**config.mk**
```make
export PLATFORM = sky130hd
export DESIGN_NAME = footswitch_sequencer
export DESIGN_NICKNAME = d
export VERILOG_FILES = /design/src/rtl/main_config.sv /design/src/rtl/button_debouncer.sv /design/src/rtl/footswitch_sequencer.sv
export SDC_FILE = /design/constraint.sdc
export NUM_CORES = 1
export LEC_CHECK = 0
export CORE_UTILIZATION = 32
export CTS_CLUSTER_SIZE = 16
export DETAILED_ROUTE_END_ITERATION = 8
export PLACE_DENSITY_LB_ADDON = 0.3
export REMOVE_ABC_BUFFERS = 1
export SLEW_MARGIN = 20
export SYNTH_ARGS = -nofsm -noshare
export SYNTH_HDL_FRONTEND = slang
export SYNTH_SLANG_ARGS = --single-unit
```
**constraint.sdc**
```tcl
create_clock -name clk_i -period 5.4 [get_ports clk_i]
set_input_delay 0.81 -clock clk_i [delete_from_list [all_inputs] [get_ports clk_i]]
set_output_delay 0.81 -clock clk_i [all_outputs]
set_load 0.05 [all_outputs]
```
**src/rtl/main_config.sv**
```systemverilog
// -----------------------------------------------------------------------------
// main_config
// Shared definitions for the footswitch sequencer:
//   - fsm_state_t  : crossfade FSM states (IDLE -> FADE_OUT -> SWAP -> FADE_IN)
//   - BTN_LEFT / BTN_SIDE / BTN_RIGHT : bit positions within button_i
//   - NUM_BUTTONS  : number of raw footswitch inputs
// -----------------------------------------------------------------------------
package main_config;

    typedef enum logic [1:0] {
        ST_IDLE     = 2'd0,
        ST_FADE_OUT = 2'd1,
        ST_SWAP     = 2'd2,
        ST_FADE_IN  = 2'd3
    } fsm_state_t;

    localparam int BTN_LEFT    = 0;
    localparam int BTN_SIDE    = 1;
    localparam int BTN_RIGHT   = 2;
    localparam int NUM_BUTTONS = 3;

endpackage

```
**src/rtl/button_debouncer.sv**
```systemverilog
// -----------------------------------------------------------------------------
// button_debouncer
// One footswitch bit: 2-flop synchroniser followed by an optional
// sample-tick-based debouncer.
//
// Build option: FOOTSWITCH_DEBOUNCE_EN
//   defined   : the output changes only after the synchronised input has
//               differed from it on DEBOUNCE_SAMPLES consecutive sample ticks.
//   undefined : the output is the synchroniser output; no counter exists.
//
// Ports:
//   clk          in  clock
//   srst         in  synchronous active-high reset
//   sample_tick  in  one-clock strobe per audio sample
//   button       in  raw (asynchronous) footswitch level
//   debounced    out cleaned level
// -----------------------------------------------------------------------------
module button_debouncer #(
    parameter int DEBOUNCE_SAMPLES = 480
) (
    input  logic clk,
    input  logic srst,
    input  logic sample_tick,
    input  logic button,
    output logic debounced
);

    logic sync1_reg;
    logic sync2_reg;

    always_ff @(posedge clk) begin
        if (srst) begin
            sync1_reg <= 1'b0;
            sync2_reg <= 1'b0;
        end else begin
            sync1_reg <= button;
            sync2_reg <= sync1_reg;
        end
    end

`ifdef FOOTSWITCH_DEBOUNCE_EN
    // Counter only needs to reach DEBOUNCE_SAMPLES-1: the final mismatching
    // tick commits the new level instead of incrementing.
    localparam int CNT_W = (DEBOUNCE_SAMPLES > 1) ? $clog2(DEBOUNCE_SAMPLES) : 1;
    localparam logic [CNT_W-1:0] CNT_LAST = CNT_W'(DEBOUNCE_SAMPLES - 1);

    logic [CNT_W-1:0] count_reg;
    logic             stable_reg;

    always_ff @(posedge clk) begin
        if (srst) begin
            count_reg  <= '0;
            stable_reg <= 1'b0;
        end else if (sample_tick) begin
            if (sync2_reg != stable_reg) begin
                if (count_reg == CNT_LAST) begin
                    stable_reg <= sync2_reg;
                    count_reg  <= '0;
                end else begin
                    count_reg <= count_reg + CNT_W'(1);
                end
            end else begin
                // Any tick that agrees with the stable level restarts the run.
                count_reg <= '0;
            end
        end
    end

    assign debounced = stable_reg;
`else
    logic unused_tick;
    assign unused_tick = sample_tick ^ (DEBOUNCE_SAMPLES == 0);
    assign debounced   = sync2_reg;
`endif

endmodule

```
**src/rtl/footswitch_sequencer.sv**
```systemverilog
// -----------------------------------------------------------------------------
// footswitch_sequencer
// Footswitch-driven effect group switcher with a click-free gain crossfade.
// Left/right presses (rising edges) are collected as pending toggles; the
// audio is faded to silence, the enables are swapped while silent, then the
// audio is faded back to unity.
//
// Build option: FOOTSWITCH_DEBOUNCE_EN (see button_debouncer).
//
// Ports:
//   clk_i          in  clock
//   srst_i         in  synchronous active-high reset
//   sample_tick_i  in  one-clock strobe per audio sample
//   button_i[2:0]  in  raw footswitches: [0] left, [1] side level, [2] right
//   data_i         in  signed audio sample, valid with sample_tick_i
//   data_o         out faded sample, updated one clock after each tick
//   left_en_o      out left effect group enable
//   right_en_o     out right effect group enable
//   side_toggle_o  out debounced side switch level
//   busy_o         out high while a fade/swap sequence is in progress
// -----------------------------------------------------------------------------
module footswitch_sequencer
    import main_config::*;
#(
    parameter int DATA_WIDTH       = 16,
    parameter int FADE_LOG2        = 6,
    parameter int DEBOUNCE_SAMPLES = 480
) (
    input  logic                   clk_i,
    input  logic                   srst_i,
    input  logic                   sample_tick_i,
    input  logic [NUM_BUTTONS-1:0] button_i,
    input  logic [DATA_WIDTH-1:0]  data_i,
    output logic [DATA_WIDTH-1:0]  data_o,
    output logic                   left_en_o,
    output logic                   right_en_o,
    output logic                   side_toggle_o,
    output logic                   busy_o
);

    localparam int GAIN_W = FADE_LOG2 + 1;
    localparam logic [GAIN_W-1:0] GAIN_UNITY = {1'b1, {FADE_LOG2{1'b0}}};
    // data (signed) times gain (non-negative, one extra sign bit) fits exactly.
    localparam int PROD_W = DATA_WIDTH + GAIN_W + 1;

    // ------------------------------------------------------------------
    // Button conditioning
    // ------------------------------------------------------------------
    logic [NUM_BUTTONS-1:0] debounced;

    for (genvar gi = 0; gi < NUM_BUTTONS; gi++) begin : g_btn
        button_debouncer #(
            .DEBOUNCE_SAMPLES (DEBOUNCE_SAMPLES)
        ) u_debouncer (
            .clk         (clk_i),
            .srst        (srst_i),
            .sample_tick (sample_tick_i),
            .button      (button_i[gi]),
            .debounced   (debounced[gi])
        );
    end

    logic deb_prev_l_reg;
    logic deb_prev_r_reg;
    logic req_l;
    logic req_r;

    // Only presses (rising edges) request a toggle; releases are ignored.
    assign req_l = debounced[BTN_LEFT]  & ~deb_prev_l_reg;
    assign req_r = debounced[BTN_RIGHT] & ~deb_prev_r_reg;

    always_ff @(posedge clk_i) begin
        if (srst_i) begin
            deb_prev_l_reg <= 1'b0;
            deb_prev_r_reg <= 1'b0;
        end else begin
            deb_prev_l_reg <= debounced[BTN_LEFT];
            deb_prev_r_reg <= debounced[BTN_RIGHT];
        end
    end

    assign side_toggle_o = debounced[BTN_SIDE];

    // ------------------------------------------------------------------
    // Crossfade FSM
    // ------------------------------------------------------------------
    fsm_state_t        state_reg;
    fsm_state_t        state_next;
    logic [GAIN_W-1:0] gain_reg;
    logic              pending_l_reg;
    logic              pending_r_reg;
    logic              left_en_reg;
    logic              right_en_reg;
    logic              swap_en;
    logic              gain_dec;
    logic              gain_inc;

    always_ff @(posedge clk_i) begin
        if (srst_i) begin
            state_reg <= ST_IDLE;
        end else begin
            state_reg <= state_next;
        end
    end

    always_comb begin
        state_next = state_reg;
        case (state_reg)
            ST_IDLE: begin
                if (pending_l_reg || pending_r_reg) begin
                    state_next = ST_FADE_OUT;
                end
            end
            ST_FADE_OUT: begin
                if (gain_reg == '0) begin
                    state_next = ST_SWAP;
                end
            end
            ST_SWAP: begin
                state_next = ST_FADE_IN;
            end
            ST_FADE_IN: begin
                if (gain_reg == GAIN_UNITY) begin
                    state_next = ST_IDLE;
                end
            end
            default: begin
                state_next = ST_IDLE;
            end
        endcase
    end

    always_comb begin
        busy_o   = (state_reg != ST_IDLE);
        swap_en  = (state_reg == ST_SWAP);
        gain_dec = (state_reg == ST_FADE_OUT) && sample_tick_i && (gain_reg != '0);
        gain_inc = (state_reg == ST_FADE_IN) && sample_tick_i && (gain_reg != GAIN_UNITY);
    end

    always_ff @(posedge clk_i) begin
        if (srst_i) begin
            gain_reg <= GAIN_UNITY;
        end else if (state_reg == ST_IDLE) begin
            gain_reg <= GAIN_UNITY;
        end else if (gain_dec) begin
            gain_reg <= gain_reg - GAIN_W'(1);
        end else if (gain_inc) begin
            gain_reg <= gain_reg + GAIN_W'(1);
        end
    end

    // Pending bits accumulate by XOR so a double press cancels. A press
    // landing exactly on the SWAP clock is kept for the next cycle.
    always_ff @(posedge clk_i) begin
        if (srst_i) begin
            pending_l_reg <= 1'b0;
            pending_r_reg <= 1'b0;
            left_en_reg   <= 1'b0;
            right_en_reg  <= 1'b0;
        end else if (swap_en) begin
            left_en_reg   <= left_en_reg  ^ pending_l_reg;
            right_en_reg  <= right_en_reg ^ pending_r_reg;
            pending_l_reg <= req_l;
            pending_r_reg <= req_r;
        end else begin
            pending_l_reg <= pending_l_reg ^ req_l;
            pending_r_reg <= pending_r_reg ^ req_r;
        end
    end

    assign left_en_o  = left_en_reg;
    assign right_en_o = right_en_reg;

    // ------------------------------------------------------------------
    // Gain stage
    // ------------------------------------------------------------------
    logic signed [PROD_W-1:0] data_ext;
    logic signed [PROD_W-1:0] gain_ext;
    logic signed [PROD_W-1:0] product;
    logic signed [PROD_W-1:0] scaled;
    logic [DATA_WIDTH-1:0]    data_reg;
    logic                     unused_scaled_hi;

    assign data_ext = PROD_W'($signed(data_i));
    assign gain_ext = PROD_W'({1'b0, gain_reg});
    assign product  = data_ext * gain_ext;
    // Arithmetic shift keeps the sign; at unity the shift undoes the multiply.
    assign scaled   = product >>> FADE_LOG2;
    assign unused_scaled_hi = ^scaled[PROD_W-1:DATA_WIDTH];

    always_ff @(posedge clk_i) begin
        if (srst_i) begin
            data_reg <= '0;
        end else if (sample_tick_i) begin
            data_reg <= scaled[DATA_WIDTH-1:0];
        end
    end

    assign data_o = data_reg;

endmodule

```
=== After elaboration in Yosys (flattened, before gate mapping) ===
Index checks and enable logic that the tools add are counted.
W data, S select, Z words.

* Bitwise gates (word level): 8
* Reductions and logical operators: 12
* Equal/unequal tests: 8
* Add/sub/neg operators: 2
* $mul: 1
* Muxes and demuxes: 8

{| class="wikitable"
|+ Operator list
! kind !! count
|-
| $mul A16 B8 Y22 || 1
|-
| $mux W7 || 2
|-
| $pmux W2 S4 || 1
|-
| $add A7 B1 Y7 const B || 1
|-
| $eq A7 B7 Y1 const B || 1
|-
| $logic_not A7 Y1 || 1
|-
| $ne A7 B7 Y1 const B || 1
|-
| $reduce_bool A7 Y1 || 1
|-
| $sub A7 B1 Y7 const B || 1
|-
| $mux W2 || 3
|-
| $ne A2 B2 Y1 const B || 3
|-
| $eq A2 B2 Y1 const B || 2
|-
| $logic_and A1 B1 Y1 || 4
|-
| $reduce_bool A2 Y1 || 2
|-
| $xor A1 B1 Y1 || 4
|-
| $reduce_and A3 Y1 || 1
|-
| $and A1 B1 Y1 || 2
|-
| $eq A2 B1 Y1 const B || 1
|-
| $logic_not A2 Y1 || 1
|-
| $mux W1 || 2
|-
| $not A1 Y1 || 2
|-
| $reduce_or A2 Y1 || 1
|-
| $logic_or A1 B1 Y1 || 1
|}

* Input port bits: 22
* Logic and storage cells: 54
* Register bits after elaboration: 37
* Output and inout port bits: 20

=== Depth between registers and ports, before layout ===
Gate-level depths: netlist of run 1.

* Depth in word-level cells: 5
* Mapped depth: 19
* Depth with buffers taken out: 16

=== Hierarchy ===
A second synthesis of run 1 with hierarchy kept.

* Cell total of the unflattened synthesis: 616
* Area, all modules: 5511.5 µm²

{| class="wikitable"
|+ By module, submodules not included
! module !! times used !! cells each !! area an instance (µm²)
|-
| footswitch_sequencer || 1 || 604 || 5353.9
|-
| button_debouncer || 3 || 4 || 52.6
|}

=== Worst setup path after synthesis of run 1 ===
No wires, ideal clock.

* Path kind: input-to-reg
* Start point: in data_i[4]
* End point: reg data_reg[8], in the netlist data_o[8]
* Stages on the path: 13
* Required time: 5.283 ns
* Setup slack: 0.761 ns
* Arrival: 4.521 ns
* Library setup time: 0.117 ns
* Path through: and2_1 -> fa_1 -> fa_1 -> fa_1 -> inv_1 -> fa_1 -> inv_1 -> ha_1 -> or3_4 -> o2111ai_2 -> a21oi_1 -> or3_1 -> a32o_1

* Word-level cells in the longest chain between the ends: 1

{| class="wikitable"
|+ Ends and longest elaborated chain
! what !! line !! RTL
|-
| start: declaration || footswitch_sequencer.sv:33 || <nowiki>input logic [DATA_WIDTH-1:0] data_i,</nowiki>
|-
| $mul A16 B8 Y22 || footswitch_sequencer.sv:186 || <nowiki>assign product = data_ext * gain_ext;</nowiki>
|-
| end signal: assignment || footswitch_sequencer.sv:195 || <nowiki>data_reg <= scaled[DATA_WIDTH-1:0];</nowiki>
|-
| end: declaration || footswitch_sequencer.sv:181 || <nowiki>logic [DATA_WIDTH-1:0] data_reg;</nowiki>
|}

No other way between the ends.
A chain may end at the register's enable or synchronous reset.

=== Worst setup path in the final report of run 1 ===
* Start point: in data_i[7]
* End point: reg data_reg[11], in the netlist data_o[11]

The elaborated chain is that of the path after synthesis.

==> results by group, run 1 <==
Outcome
  • Status: finished clean

Clock tree
  • Skew-Pair Late Insertion Delay: approximately 0.28 ns
  • CTS tree: done
  • Clock sink count: 37
  • CTS Hold Bufs: 0
  • Setup bufs post-CTS: 0
  • Clk slew on worst S/H paths: around 0.060 ns
  • # resized after CTS: 0
  • Root cell of the clock tree: clkbuf_16
  • CTS Buffer Depth: 2
  • Htree depth: 2
  • Number of CTS-inserted buffers: 5

Yosys
  • Avg Cell Area, Syn: 8.81 sq um
  • Synth Flop Type: dfxtp_1
  • Post-Synthesis Cells: between 600 and 700
  • Ranking of synthesized cells by area: fa_1, dfxtp_1, ha_1, and2_1, inv_1
  • Synth Warn #: 0
  • Top cell type by total area after synthesis: fa_1
  • Synth cell types: 58
  • Post-synth top area share: between 20% and 30%
  • Number of enable flip-flop cells after synthesis: 0
  • Post-synth ARST share: 0%
  • Synthesized flop and latch total: 37
  • Sequential fraction of the synthesis area: 13.5%
  • Synthesized cell area: about 0.0055 sq mm

Timing
  • WHS: ~0.44 ns
  • Period utilization: 95.8%
  • Max transition margin: 51.5%
  • Setup Total Neg Slack: 0 ns
  • Layout Skew: 0.00277 ns
  • # setup viols final: 0
  • Actual transition at the worst max-transition pin: 0.725 ns
  • Slew Viols, Final: 0
  • Final Hold Vio Count: 0
  • Achievable Freq: 193 MHz
  • RSZ-0062 raised after global routing: no
  • Min cycle time layout: approximately 5.2 ns

Critical path
  • Buf/Inv on CP: 5
  • Crit-path cells: clkdlybuf4s50_1, buf_4, nand2_1, fa_1, inv_1, fa_1, fa_1, inv_1, fa_1, inv_1, ha_1, nor3_1, o21ai_0, o221ai_1, a21oi_1, or3_1, a32o_1
  • Max incr delay on CP: 0.54 ns
  • WP data arrival: 5.34 ns
  • Crit path kind: primary input to register
  • Crit. End Element: register
  • Worst setup SP type: primary input
  • Worst EP required: 5.57 ns
  • CP Max Fanout: 5
  • Cell mode on critical path: fa_1
  • Top delay family on crit path: adder cells
  • CP max-delay cell: clkdlybuf4s50_1

Power
  • Pwr/cell area: 141 mW/mm^2
  • IR Drop Worst-Case VDD: between 0.0001 and 0.00015 V
  • Leakage power: approximately 3.2 nW

Hold path
  • Hold Path Class: register to register

Floorplanning
  • Die Footprint: 0.0176 sq mm
  • CORE AREA: between 0.015 and 0.02 sq mm
  • Die Span X: 133 um
  • I/O pins: 42
  • Die height: 133 um
  • Row cnt: 47
  • Initial Util: 32.9%

Cells and area
  • Most frequent cells in the layout: inv_1, fa_1, and2_1, nand2_1, ha_1
  • Share of layout cells above drive strength 1: approximately 9.0%
  • Fin nets: 841
  • Number of diodes: 0
  • Most common cell after layout, fill and taps aside: inv_1
  • Synthesis-to-layout area growth: 19.0%
  • Final Cell Area: around 0.0065 sq mm
  • Number of flip-flops in the largest register: 16

GRT
  • Gr ovfl total: 0
  • Gr usage total: 16.0%
  • Initial antenna violation count: 0
  • Vias in the first global route: 4792
  • Global-route wire length before repair: between 20000 and 25000 um
  • Largest net degree at the start of global routing: 30

Flow run
  • Max_cap viols: 0

Placement
  • DP Area: 0.00637 sq mm
  • Final RePlAce weighted congestion: 0.806
  • I/O Buffers: 41
  • HPWL after DPL: between 10000 and 15000 um

Routing
  • Avg Vias per Cell: 4.75
  • Post-Route WL: 12700 um
  • Final ANT Viol Nets: 0
  • Post-DR wirelength/cell: 14.0 um
  • TritonRoute pass-1 iters: 4
  • Initial DRC count: around 150
  • Via total after detailed routing: 4322
  • Residual DRC count: 0
[routing by layer]
| metal | up-vias | GRT usage [%] | part of all wire, % |
|---|---|---|---|
| li1 | 2074 | - | - |
| met1 | 2157 | 20.2 | 45 |
| met2 | 78 | 29.0 | 51 |
| met3 | 13 | 1.95 | 2.9 |
| met4 | 0 | 3.64 | 1.5 |
| met5 | - | 0 | 0 |
[where the power goes]
group | internal (mW) | switching [mW]
clock network | 0.169 | 0.107
logic | 0.135 | 0.198
registers | 0.292 | 0.0148
[cells in the mapped netlist (2+ instances only)]
master	instances
o21ai_0	15
fa_1	81
inv_1	114
xor2_1	12
o211ai_2	2
or4_1	4
nand2b_1	7
a21o_1	5
clkbuf_1	13
or3_1	4
nor3b_1	2
nor3_1	6
xnor2_1	13
nand3_1	6
buf_4	3
mux2i_1	7
nor2_1	26
and2_1	79
buf_2	3
nor2b_1	14
dfxtp_1	37
o22ai_1	3
a211oi_1	2
a32o_1	2
buf_1	2
ha_1	50
o21bai_1	2
a21oi_1	18
nand4_1	4
a211oi_2	2
nand2_1	56
[final cells by class]
class                           count  area, sq um
Clock buffer                        6          129
Multi-Input combinational cell    449         4220
Fill cell                        1686        10100
Clock inverter                      2         10.0
Tap cell                          220          275
Sequential cell                    37          741
Timing Repair Buffer               81          713
Inverter                          114          428
[logic make-up after synthesis]
logic type,Yosys count,synth area share [%]
XOR/XNOR,26,4.30
adder cells (fa/ha/maj),131,41.1
flip-flops,37,13.5
buffers and inverters,135,9.53
AO/OA/AOI/OAI,70,8.94
AND/OR/NAND/NOR,215,21.4
multiplexers,7,1.28
[through the flow]
| step | total power, mW | setup WS, ns | util [%] | std cells |
|---|---|---|---|---|
| 2_1_floorplan | 0.525 | 0.761 | - | 600 |
| 3_3_place_gp | 0.639 | -0.112 | 38.3 | 901 |
| 3_5_place_dp | 0.647 | -0.0571 | 38.3 | 901 |
| 4_1_cts | 0.926 | 0.183 | 39.1 | 909 |
| 5_1_grt | 0.983 | 0.00194 | 39.1 | 909 |
| 6_report | 0.916 | 0.226 | 39.1 | 909 |
[worst reg2reg max path, delay by kind of cell (launching register included)]
| family | cells | cell delay (ns) |
|---|---|---|
| buffers and inverters | 3 | 0.16 |
| AND/OR/NAND/NOR | 1 | 0.16 |
| adder cells (fa/ha/maj) | 5 | 2.47 |
| AO/OA/AOI/OAI | 6 | 1.23 |
| flip-flops | 1 | 0.78 |
[path summary, 6_finish.rpt]
check / from / end / slack (ns) / cells past startpoint
hold / removal: g_btn[0].u_debouncer.sync1_reg$_SDFF_PP0_ / g_btn[0].u_debouncer.debounced$_SDFF_PP0_ / 0.44 / 1
setup / recovery: data_i[7] / data_o[11]$_SDFFE_PP0P_ / 0.23 / 17
hold reg to reg: g_btn[0].u_debouncer.sync1_reg$_SDFF_PP0_ / g_btn[0].u_debouncer.debounced$_SDFF_PP0_ / 0.44 / 1
setup reg to reg: gain_reg[3]$_SDFFE_PP0P_ / data_o[13]$_SDFFE_PP0P_ / 0.50 / 15
(Power assumes the default switching activity.)
==> run 2: changes to the inputs <==
--- a/config.mk
+++ b/config.mk
@@ -5,6 +5,7 @@
 export SDC_FILE = /design/constraint.sdc
 export NUM_CORES = 1
 export LEC_CHECK = 0
+export ABC_CLOCK_PERIOD_IN_PS = 5400
 export CORE_UTILIZATION = 32
 export CTS_CLUSTER_SIZE = 16
 export DETAILED_ROUTE_END_ITERATION = 8
==> results of run 2 <==
Final layout, timing and power as in run 1 (identical DEF).
